[src/rtl/simple_uart_pkg.sv]
// Shared constants and helpers for the simple UART blocks.
// Character framing and idle-timeout arithmetic.
package simple_uart_pkg;

    localparam int unsigned CHAR_BITS = 10;

    typedef enum logic {
        StEmpty,
        StHeld
    } stage_state_e;

    // Last idle-counter value before a gap of idle_chars characters has elapsed.
    function automatic int unsigned idle_max(
        input longint unsigned system_freq,
        input longint unsigned baud_rate,
        input longint unsigned idle_chars
    );
        longint unsigned ticks;
        ticks = idle_chars * 64'(CHAR_BITS) * system_freq / baud_rate;
        return 32'(ticks - 64'd1);
    endfunction

endpackage

[src/rtl/simple_uart_sync_fifo.sv]
// Synchronous first-word-fall-through FIFO with occupancy count.
// A push while full is accepted only when a pop frees the head in the same cycle.
module simple_uart_sync_fifo #(
    parameter int unsigned WIDTH = 9,
    parameter int unsigned DEPTH = 16
) (
    input  logic                       clock,
    input  logic                       srst_n,
    input  logic                       push,
    input  logic [WIDTH-1:0]           push_data,
    output logic                       push_full,
    input  logic                       pop,
    output logic [WIDTH-1:0]           pop_data,
    output logic                       pop_empty,
    output logic [$clog2(DEPTH+1)-1:0] level
);

    localparam int unsigned AW = (DEPTH > 1) ? $clog2(DEPTH) : 1;
    localparam int unsigned LW = $clog2(DEPTH + 1);

    logic [WIDTH-1:0] mem [DEPTH];
    logic [AW-1:0]    wr_ptr_q;
    logic [AW-1:0]    rd_ptr_q;
    logic [LW-1:0]    level_q;
    logic             wr_en;
    logic             rd_en;

    assign level     = level_q;
    assign pop_empty = (level_q == '0);
    assign push_full = (level_q == LW'(DEPTH));
    assign rd_en     = pop && !pop_empty;
    assign wr_en     = push && (!push_full || rd_en);
    assign pop_data  = mem[rd_ptr_q];

    always_ff @(posedge clock) begin
        if (wr_en) begin
            mem[wr_ptr_q] <= push_data;
        end
    end

    // DEPTH is a power of two, so pointer overflow wraps modulo DEPTH.
    always_ff @(posedge clock) begin
        if (!srst_n) begin
            wr_ptr_q <= '0;
            rd_ptr_q <= '0;
            level_q  <= '0;
        end else begin
            if (wr_en) begin
                wr_ptr_q <= wr_ptr_q + 1'b1;
            end
            if (rd_en) begin
                rd_ptr_q <= rd_ptr_q + 1'b1;
            end
            case ({wr_en, rd_en})
                2'b10:   level_q <= level_q + 1'b1;
                2'b01:   level_q <= level_q - 1'b1;
                default: level_q <= level_q;
            endcase
        end
    end

endmodule

[src/rtl/simple_uart_rx_framer.sv]
// Frames UART receiver bytes by line idle time and buffers them in a FWFT FIFO.
// The newest byte is staged until the next strobe or an idle timeout decides its last flag.
module simple_uart_rx_framer
    import simple_uart_pkg::*;
#(
    parameter int unsigned SYSTEM_FREQ = 50_000_000,
    parameter int unsigned BAUD_RATE   = 9600,
    parameter int unsigned DEPTH       = 16,
    parameter int unsigned IDLE_CHARS  = 3
) (
    input  logic                       clock,
    input  logic                       srst_n,
    input  logic [7:0]                 rx_value,
    input  logic                       rx_value_ready,
    output logic [7:0]                 out_data,
    output logic                       out_last,
    output logic                       out_valid,
    input  logic                       out_ready,
    output logic [$clog2(DEPTH+1)-1:0] level,
    output logic                       overflow,
    input  logic                       overflow_clear
);

    localparam int unsigned IdleMax = idle_max(64'(SYSTEM_FREQ), 64'(BAUD_RATE),
                                               64'(IDLE_CHARS));
    localparam int unsigned CntW    = (IdleMax > 0) ? $clog2(IdleMax + 1) : 1;

    stage_state_e    state_q;
    logic [7:0]      stage_data_q;
    logic [CntW-1:0] idle_cnt_q;
    logic            overflow_q;

    logic            timeout;
    logic            push;
    logic [8:0]      push_data;
    logic            pop;
    logic [8:0]      pop_data;
    logic            fifo_full;
    logic            fifo_empty;
    logic            dropped;

    assign timeout   = (state_q == StHeld) && (idle_cnt_q == CntW'(IdleMax));
    // A strobe coinciding with the timeout keeps the frame open.
    assign push      = (state_q == StHeld) && (rx_value_ready || timeout);
    assign push_data = {!rx_value_ready, stage_data_q};
    assign pop       = out_ready && !fifo_empty;
    assign dropped   = push && fifo_full && !pop;

    always_ff @(posedge clock) begin
        if (!srst_n) begin
            state_q      <= StEmpty;
            stage_data_q <= '0;
            idle_cnt_q   <= '0;
        end else begin
            unique case (state_q)
                StEmpty: begin
                    if (rx_value_ready) begin
                        stage_data_q <= rx_value;
                        idle_cnt_q   <= '0;
                        state_q      <= StHeld;
                    end
                end
                StHeld: begin
                    if (rx_value_ready) begin
                        stage_data_q <= rx_value;
                        idle_cnt_q   <= '0;
                    end else if (timeout) begin
                        idle_cnt_q <= '0;
                        state_q    <= StEmpty;
                    end else begin
                        idle_cnt_q <= idle_cnt_q + 1'b1;
                    end
                end
                default: state_q <= StEmpty;
            endcase
        end
    end

    always_ff @(posedge clock) begin
        if (!srst_n) begin
            overflow_q <= 1'b0;
        end else if (dropped) begin
            overflow_q <= 1'b1;
        end else if (overflow_clear) begin
            overflow_q <= 1'b0;
        end
    end

    simple_uart_sync_fifo #(
        .WIDTH (9),
        .DEPTH (DEPTH)
    ) u_fifo (
        .clock     (clock),
        .srst_n    (srst_n),
        .push      (push),
        .push_data (push_data),
        .push_full (fifo_full),
        .pop       (pop),
        .pop_data  (pop_data),
        .pop_empty (fifo_empty),
        .level     (level)
    );

    assign out_data  = pop_data[7:0];
    assign out_last  = pop_data[8];
    assign out_valid = !fifo_empty;
    assign overflow  = overflow_q;

endmodule

[config.mk]
export PLATFORM = sky130hd
export DESIGN_NAME = simple_uart_rx_framer
export DESIGN_NICKNAME = d
export VERILOG_FILES = /design/src/rtl/simple_uart_pkg.sv /design/src/rtl/simple_uart_sync_fifo.sv /design/src/rtl/simple_uart_rx_framer.sv
export SDC_FILE = /design/constraint.sdc
export NUM_CORES = 1
export LEC_CHECK = 0
export BUFFER_PORTS_ARGS = -buffer_cell sky130_fd_sc_hd__buf_4
export CORE_MARGIN = 4
export CORE_UTILIZATION = 59
export DETAILED_ROUTE_END_ITERATION = 10
export HOLD_SLACK_MARGIN = 0.05
export PLACE_DENSITY = 0.8
export SLEW_MARGIN = 40
export SYNTH_ARGS = -nofsm -noshare
export SYNTH_HDL_FRONTEND = slang
export SYNTH_SLANG_ARGS = --single-unit
export TNS_END_PERCENT = 5
[constraint.sdc]
create_clock -name clock -period 3.1 [get_ports clock]
set_input_delay 0.62 -clock clock [delete_from_list [all_inputs] [get_ports clock]]
set_output_delay 0.62 -clock clock [all_outputs]
set_load 0.03 [all_outputs]
==> results.json, run 1 <==
{
  "status": "finished, final reports clean",
  "max_cap_violations": 0,
  "worst-slew-pin-transition_ns": 0.786,
  "timing.hold.ws_ns": 0.430,
  "yosysTopAreaCell": "edfxtp_1",
  "post_cts_setup_buffer_count": 0,
  "final_util": 0.688,
  "top_layer": "met4",
  "vdd_ir_drop_max_mv": 0.515,
  "vias_per_cell": 6.28,
  "postSynth.asyncResetShare": 0,
  "ios": 29,
  "postLayoutSetupSlackWorst_ns": 0.131,
  "grt_overflow_total": 0,
  "most_common_cell_in_the_synthesized_netlist": "edfxtp_1",
  "dieWidth_um": 123,
  "critical_path.reg2reg.startpoint": "idle_cnt_q[1]$_SDFFE_PN0P_",
  "global_route.usage.total": 0.221,
  "cts_resized": 0,
  "clock-skew-final_ns": 0.0108,
  "cells_after_dpl": 663,
  "worst_ep_required_time_ns": 2.48,
  "die_h_um": 123,
  "area_delta_synth_final_pct": 12.9,
  "yosys-top-cells-count": "edfxtp_1, dfxtp_1, mux4_2",
  "worstHoldStart": "rx_value[2]",
  "fill_cell_total_of_the_finished_layout": 828,
  "synthesis.nets": 499,
  "final-max-slew-violation-count": 0,
  "synth_top_area_share": 0.555,
  "power_per_cell_area_mw_per_mm2": 700,
  "post_layout_nonfiller_instances": 696,
  "placedInstanceArea_mm2": 0.00820,
  "total_vias_in_the_final_route": 4373,
  "synth.lib_cells_used.distinct": 54,
  "tritoncts_clock_tree": "yes",
  "cts-hold-fix-buffers": 0,
  "antenna-diode-count": 0,
  "post_synth.cell_area_avg_um2": 16.4,
  "setup-violations-final": 0,
  "routabilityCongestion": 0.892,
  "remaining_drc_errors": 0,
  "clock_tree.buffer_depth": 2,
  "synth_seq_area_share": 0.671,
  "cts-root-buf": "clkbuf_16",
  "finalCritPeriodShare": 0.958,
  "setup_total_negative_slack_ns": 0,
  "synth.ff_latch_count": 189,
  "power_mw": 6.16,
  "hold_path.class": "input port to flip-flop",
  "p_leak_nw": 2.92,
  "maxSlewHeadroom": 0.475,
  "syn-cell-area_mm2": 0.00779,
  "dr.first_iter.drc_count": 453,
  "arrival_ns": 2.35,
  "numCtsBuffers": 17,
  "layout-drive-gt1-share": 0.235,
  "grt_pass1_wl_um": 24300,
  "dominantRegCellSynth": "edfxtp_1",
  "cts_sinks": 189,
  "final-hold-violation-count": 0,
  "nature_of_the_critical_path_endpoint": "primary output",
  "grt_setup_unrepaired": "no",
  "first_pass_iters": 5,
  "critPathKind": "flip-flop to primary output",
  "met2WireLength_um": 8100,
  "wl_met3_um": 1140,
  "final_nets": 535,
  "period_minus_slack_ns": 2.97,
  "design.core.area_mm2": 0.0128,
  "antenna_found_initial": 0,
  "grt_start_max_net_pins": 37,
  "synth_edf_count": 144,
  "cts.clk_slew.worst_paths_ns": 0.07,
  "detail_route.wirelength.met1_um": 6240,
  "synthesis.yosys.warnings": 0,
  "grt_pass1_vias": 4353,
  "final_area_mm2": 0.00879,
  "routed_wire_length_per_instance_um": 22.7,
  "synthesis.instances": 475,
  "drt_wl_total_um": 15800,
  "num_rows": 41,
  "initial_core_util": 0.610,
  "ctsHtreeMaxLevel": 4,
  "hpwlAfterDp_um": 9860,
  "place.port_buffers": 28,
  "pre_cts_slack_ns": 0.245,
  "fmax_mhz": 337,
  "critPathLaunchType": "flip-flop",
  "critical_path_peak_fanout": 7,
  "synthTopCellsByArea": "edfxtp_1, mux4_2, dfxtp_1",
  "antenna_violating_nets_post_route": 0,
  "clk_latency_ns": 0.43,
  "die-area_mm2": 0.0151
}
-- layer usage --
metal,up-vias,GRT usage
met3,23,0.0494
met4,0,0.0700
met5,-,0
met1,2210,0.286
met2,196,0.376
li1,1944,-
-- registers in the layout, indices dropped and copies added, names as in the netlist, named ones only --
name	flops
idle_cnt_q	18
overflow	1
stage_data_q	8
state_q	1
u_fifo.level	5
u_fifo.mem	144
u_fifo.rd_ptr_q	4
u_fifo.wr_ptr_q	4
-- critical path: stages (launching register included) --
cell	delay (ns)
dfxtp_4	0.45
buf_4	0.22
mux4_2	0.58
mux4_2	0.48
buf_4	0.18
-- area by class of cell --
cell class	instances	area (um2)	area share
multi-input cells	253	2420	0.275
repair buffers	36	313	0.0356
inverters	14	52.6	0.00598
flip-flops and latches	189	5230	0.595
well taps	172	215	0.0245
clock buffers	18	429	0.0488
clock inverters	14	135	0.0154
-- cells by family (layout without fill, tap and decap cells) --
kind of cell,after synthesis,in the layout,synth area share
xor gates and xnor gates,9,9,0.0101
DFF,189,189,0.671
AOI/OAI and AO/OA,62,62,0.0530
buffers and inverters,33,82,0.0186
adders and majority gates,11,11,0.0186
muxes,58,58,0.147
and+or+nand+nor,113,113,0.0819
-- path summary, 6_finish.rpt --
kind,slack [ns],endpoint,depth (start not counted)
setup / recovery,0.13,out_data[1],4
hold / removal,0.43,stage_data_q[2]$_SDFFE_PN0P_,3
setup reg to reg,0.20,u_fifo.level[4]$_SDFFE_PN0P_,12
hold reg to reg,0.49,idle_cnt_q[17]$_SDFFE_PN0P_,1
-- power breakdown --
group          leakage [nW]  switching [mW]  total [mW]  internal, mW
sequential             1.68          0.0971        2.87          2.78
combinational         0.961           0.589        1.19         0.599
clock                 0.270           0.967        2.09          1.13
total                  2.92            1.65        6.16          4.50
-- placed cells by master, fill, tap and decap left out, types with 10 or more instances in the layout --
master,n
dfxtp_1,44
edfxtp_1,144
ha_1,10
inv_1,13
mux4_2,45
o21ai_0,13
buf_4,33
mux2i_1,13
a21oi_1,20
and3_1,15
nor2_1,23
clkbuf_16,18
nand2_1,21
Note: power is estimated with default switching activity, not from simulation.
==> inputs of run 2 (changes only) <==
clock period = 3.85 ns   (was 3.1 ns; I/O delays follow)
==> run 2 against run 1 <==
Setup slack improved by 0.35 ns. Sequential share of layout area is 0.62 points higher. Final cell count is 0.43% lower. Combinational power down 23%. Die area stayed put. Count of clock-buffer cells in the layout grew 1. Critical path type unchanged. Highest routed layer unchanged. First-iteration DRC count is 0.44% higher. Critical path depth did not move. Largest cell class unchanged.
==> results.json, run 2 (synthesis results as in run 1) <==
{
  "status": "finished, final reports clean",
  "clock-skew-final_ns": 0.00991,
  "critical_path.reg2reg.startpoint": "idle_cnt_q[1]$_SDFFE_PN0P_",
  "num_rows": 41,
  "critical_path_peak_fanout": 13,
  "total_vias_in_the_final_route": 4350,
  "hold_path.class": "flip-flop to flip-flop",
  "ctsHtreeMaxLevel": 4,
  "final-hold-violation-count": 0,
  "critPathKind": "flip-flop to primary output",
  "critical-path-max-stage-delay_ns": 0.63,
  "power.share.sequential": 0.484,
  "worst-slew-pin-transition_ns": 0.737,
  "area_delta_synth_final_pct": 11.7,
  "clk_latency_ns": 0.43,
  "initial_core_util": 0.610,
  "routed_wire_length_per_instance_um": 23.0,
  "first_pass_iters": 5,
  "ff2ff_setup_slack_ns": 0.95,
  "largest_reg_flops": 144,
  "timing.hold.ws_ns": 0.499,
  "cts.clk_slew.worst_paths_ns": 0.07,
  "total_switching_power_mw": 1.28,
  "design.core.area_mm2": 0.0128,
  "most_common_cell_after_layout_fill_and_taps_aside": "edfxtp_1",
  "setup_total_negative_slack_ns": 0,
  "post_layout_nonfiller_instances": 693,
  "numCtsBuffers": 17,
  "critical_path_depth": 4,
  "arrival_ns": 2.60,
  "die_h_um": 123,
  "cp_cell_sequence": "buf_4 > mux4_2 > mux4_2 > buf_4",
  "largest_registers": "u_fifo.mem (144), idle_cnt_q (18), stage_data_q (8)",
  "nature_of_the_critical_path_endpoint": "primary output",
  "antenna-diode-count": 0,
  "worst_setup_path_endpoint": "out_data[6]",
  "drt_wl_total_um": 16000,
  "power_switching_share": 0.267,
  "power_per_cell_area_mw_per_mm2": 552,
  "grt_start_max_net_pins": 37,
  "p_leak_nw": 2.87,
  "hpwlAfterDp_um": 10100,
  "r2r_end": "u_fifo.level[4]$_SDFFE_PN0P_",
  "combPwrFrac": 0.191,
  "remaining_drc_errors": 0,
  "worst_ep_required_time_ns": 3.08,
  "ios": 29,
  "dr.first_iter.drc_count": 455,
  "clock_tree.buffer_depth": 2,
  "antenna_found_initial": 0,
  "regMostFlops": "u_fifo.mem",
  "place.port_buffers": 28,
  "cts-hold-fix-buffers": 0,
  "dieWidth_um": 123,
  "crit_buf_inv": 2,
  "cellInternalPower_mw": 3.52,
  "grt_pass1_wl_um": 24900,
  "post_cts_setup_buffer_count": 0,
  "final_cell_mix": "edfxtp_1, mux4_2, dfxtp_1",
  "crit_path_top_delay_cell": "dfxtp_2",
  "max_cap_violations": 0,
  "grt_pass1_vias": 4303,
  "tritoncts_clock_tree": "yes",
  "routabilityCongestion": 0.815,
  "cells_after_dpl": 661,
  "grt_overflow_total": 0,
  "cts_sinks": 189,
  "clock_power_share": 0.325,
  "maxSlewHeadroom": 0.508,
  "die-area_mm2": 0.0151,
  "antenna_violating_nets_post_route": 0,
  "global_route.usage.total": 0.231,
  "postLayoutSetupSlackWorst_ns": 0.482,
  "cts_resized": 0,
  "finalCritPeriodShare": 0.875,
  "setup-violations-final": 0,
  "power_mw": 4.80,
  "final-max-slew-violation-count": 0,
  "cts-root-buf": "clkbuf_16",
  "worst_path_dominant_cell_family": "multiplexers",
  "r2r_cells": 12,
  "grt_setup_unrepaired": "no",
  "period_minus_slack_ns": 3.37,
  "final_nets": 532,
  "critPathLaunchType": "flip-flop",
  "fmax_mhz": 297,
  "pre_cts_slack_ns": 0.900,
  "vias_per_cell": 6.28,
  "vdd_ir_drop_max_mv": 0.429,
  "layout-drive-gt1-share": 0.226
}
run 2: changes by cell type in the layout (fill, tap and decap cells not counted):
cell,previous run,this run
clkbuf_16,18,17
clkbuf_1,1,2
buf_4,33,32
dfxtp_4,1,0
dfxtp_2,0,1
clkinvlp_4,3,1
clkinv_4,1,4
clkinvlp_2,0,1
bufinv_16,1,0
clkinv_1,2,3
inv_8,3,0
buf_12,2,1
run 2: worst min path at each step:
stage	from	endpoint	slack [ns]	cells after the start
floorplan	idle_cnt_q[17]$_SDFFE_PN0P_	idle_cnt_q[17]$_SDFFE_PN0P_	0.43	1
global placement	idle_cnt_q[17]$_SDFFE_PN0P_	idle_cnt_q[17]$_SDFFE_PN0P_	0.46	1
detailed placement	idle_cnt_q[17]$_SDFFE_PN0P_	idle_cnt_q[17]$_SDFFE_PN0P_	0.47	1
CTS	idle_cnt_q[17]$_SDFFE_PN0P_	idle_cnt_q[17]$_SDFFE_PN0P_	0.50	1
global route	u_fifo.rd_ptr_q[1]$_SDFFE_PN0N_	flip-flop	0.54	2
finish	idle_cnt_q[17]$_SDFFE_PN0P_	idle_cnt_q[17]$_SDFFE_PN0P_	0.50	1
run 2: power groups by stage:
stage	registers (mW)	logic [mW]	clock network (mW)
global route	2.34	0.991	1.67
global placement	2.36	0.896	0
floorplan	2.35	0.674	0
CTS	2.32	0.928	1.57
finish	2.32	0.920	1.56
detailed placement	2.37	0.922	0
run 2: stage by stage:
step	cell area (um2)	utilization
finish	8700	0.681
CTS	8700	0.681
floorplan	7790	-
global placement	8170	0.640
detailed placement	8170	0.640
global route	8700	0.681
run 2: worst reg2reg max path, stage by stage (launching register included):
cell      delay [ns]
dfxtp_1         0.40
inv_1           0.06
ha_1            0.18
nor4b_2         0.17
and3_1          0.22
a221oi_4        0.45
inv_1           0.12
fa_1            0.42
nor2b_1         0.13
o21ai_0         0.11
and2_1          0.17
a22oi_1         0.20
mux2i_1         0.20
run 2: cell type report:
type	instances	area [um2]
Clock inverter	13	91.3
Timing Repair Buffer	33	260
Tap cell	172	215
Fill cell	833	4080
Clock buffer	19	433
Sequential cell	189	5230
Inverter	14	52.6
Multi-Input combinational cell	253	2420
run 2: per-layer routing:
metal  share of wire  global-route usage  wire length (um)  vias to the layer above
met5               0                   0                 0                        -
met4           0.013              0.0693               208                        0
met2            0.51               0.377              8120                      172
met1            0.42               0.318              6700                     2218
li1                -                   -                 -                     1940
met3           0.058              0.0467               927                       20
==> inputs of run 3 (changes only) <==
PLACE_DENSITY = not set   (was 0.8)
PLACE_DENSITY_LB_ADDON = 0.3   (was not set)
SKIP_CTS_REPAIR_TIMING = 1   (was not set)
==> run 3 against run 2 <==
Sequential cell count stayed put. Clock power grew 10%. Maximum frequency is 8.5% higher. Core utilization rose by 0.46 points. Largest power group unchanged. Die area unchanged. First-iteration DRC count shrank 19%. Worst hold slack improved by 0.0082 ns. Count of clock-buffer cells in the layout unchanged. Final cell count is 0.14% lower.
==> results.json, run 3 (synthesis results as in run 1) <==
{
  "grt_pass1_wl_um": 24300,
  "first_pass_iters": 5,
  "combPwrFrac": 0.191,
  "final-hold-violation-count": 0,
  "largest_registers": "u_fifo.mem (144), idle_cnt_q (18), stage_data_q (8)",
  "global_route.usage.total": 0.222,
  "power.share.sequential": 0.464,
  "power_per_cell_area_mw_per_mm2": 567,
  "largest_reg_flops": 144,
  "tritoncts_clock_tree": "yes",
  "critical_path.reg2reg.startpoint": "idle_cnt_q[1]$_SDFFE_PN0P_",
  "multiInputGateArea_mm2": 0.00242,
  "total_switching_power_mw": 1.30,
  "cellInternalPower_mw": 3.67,
  "clk_latency_ns": 0.43,
  "nature_of_the_critical_path_endpoint": "primary output",
  "antenna-diode-count": 0,
  "cells_after_dpl": 660,
  "hold_path.class": "flip-flop to flip-flop",
  "layout-drive-gt1-share": 0.233,
  "routabilityCongestion": 0.871,
  "post_layout_nonfiller_instances": 692,
  "routed_wire_length_per_instance_um": 22.2,
  "grt_setup_unrepaired": "no",
  "total_vias_in_the_final_route": 4220,
  "most_common_cell_after_layout_fill_and_taps_aside": "edfxtp_1",
  "clock_power_share": 0.346,
  "vias_per_cell": 6.10,
  "p_leak_nw": 2.90,
  "ios": 29,
  "dieWidth_um": 123,
  "critical_path_peak_fanout": 36,
  "arrival_ns": 2.33,
  "remaining_drc_errors": 0,
  "cts_sinks": 189,
  "clock_tree.buffer_depth": 2,
  "die-area_mm2": 0.0151,
  "area_delta_synth_final_pct": 12.4,
  "design.core.area_mm2": 0.0128,
  "antenna_violating_nets_post_route": 0,
  "grt_pass1_vias": 4254,
  "initial_core_util": 0.610,
  "setup_total_negative_slack_ns": 0,
  "antenna_found_initial": 0,
  "power_switching_share": 0.261,
  "seq_area_mm2": 0.00523,
  "final_util": 0.685,
  "grt_overflow_total": 0,
  "place.port_buffers": 28,
  "period_minus_slack_ns": 3.10,
  "drt_wl_total_um": 15400,
  "fmax_mhz": 322,
  "num_rows": 41,
  "fill_cell_total_of_the_finished_layout": 847,
  "clock-skew-final_ns": 0.00675,
  "worst-slew-pin-transition_ns": 0.767,
  "final-max-slew-violation-count": 0,
  "status": "finished, final reports clean",
  "max_cap_violations": 0,
  "regMostFlops": "u_fifo.mem",
  "vdd_ir_drop_max_mv": 0.511,
  "finalCritPeriodShare": 0.806,
  "final_cell_mix": "edfxtp_1, mux4_2, dfxtp_1",
  "numCtsBuffers": 17,
  "hpwlAfterDp_um": 10100,
  "grt_start_max_net_pins": 37,
  "dr.first_iter.drc_count": 369,
  "cts-root-buf": "clkbuf_16",
  "critPathLaunchType": "flip-flop",
  "die_h_um": 123,
  "worst_ep_required_time_ns": 3.08,
  "ctsHtreeMaxLevel": 4,
  "maxSlewHeadroom": 0.488,
  "ff2ff_setup_slack_ns": 0.89,
  "setup-violations-final": 0,
  "critPathKind": "flip-flop to primary output",
  "final_nets": 531,
  "worstHoldStart": "idle_cnt_q[17]$_SDFFE_PN0P_",
  "cts.clk_slew.worst_paths_ns": 0.07
}
==> run 3: changes by cell type in the layout (fill, tap and decap cells not counted), sizes merged <==
cell	previous run	this run
clkinvlp	2	3
clkinv	9	7
buf	33	32
inv	16	15
bufinv	0	2
==> run 3: final cells by class <==
type | count | area share
Sequential cell | 189 | 0.597
Clock buffer | 19 | 0.0506
Clock inverter | 13 | 0.0161
Timing Repair Buffer | 32 | 0.0289
Tap cell | 172 | 0.0246
Multi-Input combinational cell | 253 | 0.277
Inverter | 14 | 0.00600
==> run 3: worst max-delay path, stage by stage, from the launching register on <==
cell     delay, ns
dfxtp_2       0.34
buf_12        0.27
mux4_2        0.59
mux4_2        0.49
buf_4         0.19
==> run 3: power groups by stage <==
stage                     logic [mW]  registers (mW)  clock network (mW)
after floorplan                0.674            2.35                   0
after global placement         0.940            2.34                   0
after detailed placement       0.958            2.34                   0
after CTS                      0.962            2.30                1.74
after global routing            1.02            2.31                1.85
final                          0.946            2.30                1.72
==> run 3: worst paths after layout <==
check | depth (start not counted) | endpoint
max | 4 | out_data[3]
min | 1 | idle_cnt_q[17]$_SDFFE_PN0P_
max reg2reg | 12 | u_fifo.level[4]$_SDFFE_PN0P_
min reg2reg | 1 | idle_cnt_q[17]$_SDFFE_PN0P_
==> run 3: per-stage QoR <==
| stage | worst slack (ns) | instance area, um2 | hold WS (ns) | total power, mW |
|---|---|---|---|---|
| floorplan | 1.06 | 7790 | 0.433 | 3.03 |
| global placement | 1.09 | 8170 | 0.463 | 3.28 |
| detailed placement | 0.970 | 8170 | 0.483 | 3.30 |
| CTS | 0.699 | 8750 | 0.512 | 5.00 |
| global route | 0.658 | 8760 | 0.544 | 5.17 |
| finish | 0.745 | 8760 | 0.508 | 4.96 |
==> run 3: layer usage <==
metal / routed length [um] / vias up / track usage
met5: 0 / - / 0
met4: 146 / 0 / 0.0567
met3: 1030 / 13 / 0.0686
met2: 7970 / 131 / 0.364
met1: 6240 / 2142 / 0.293
li1: - / 1934 / -
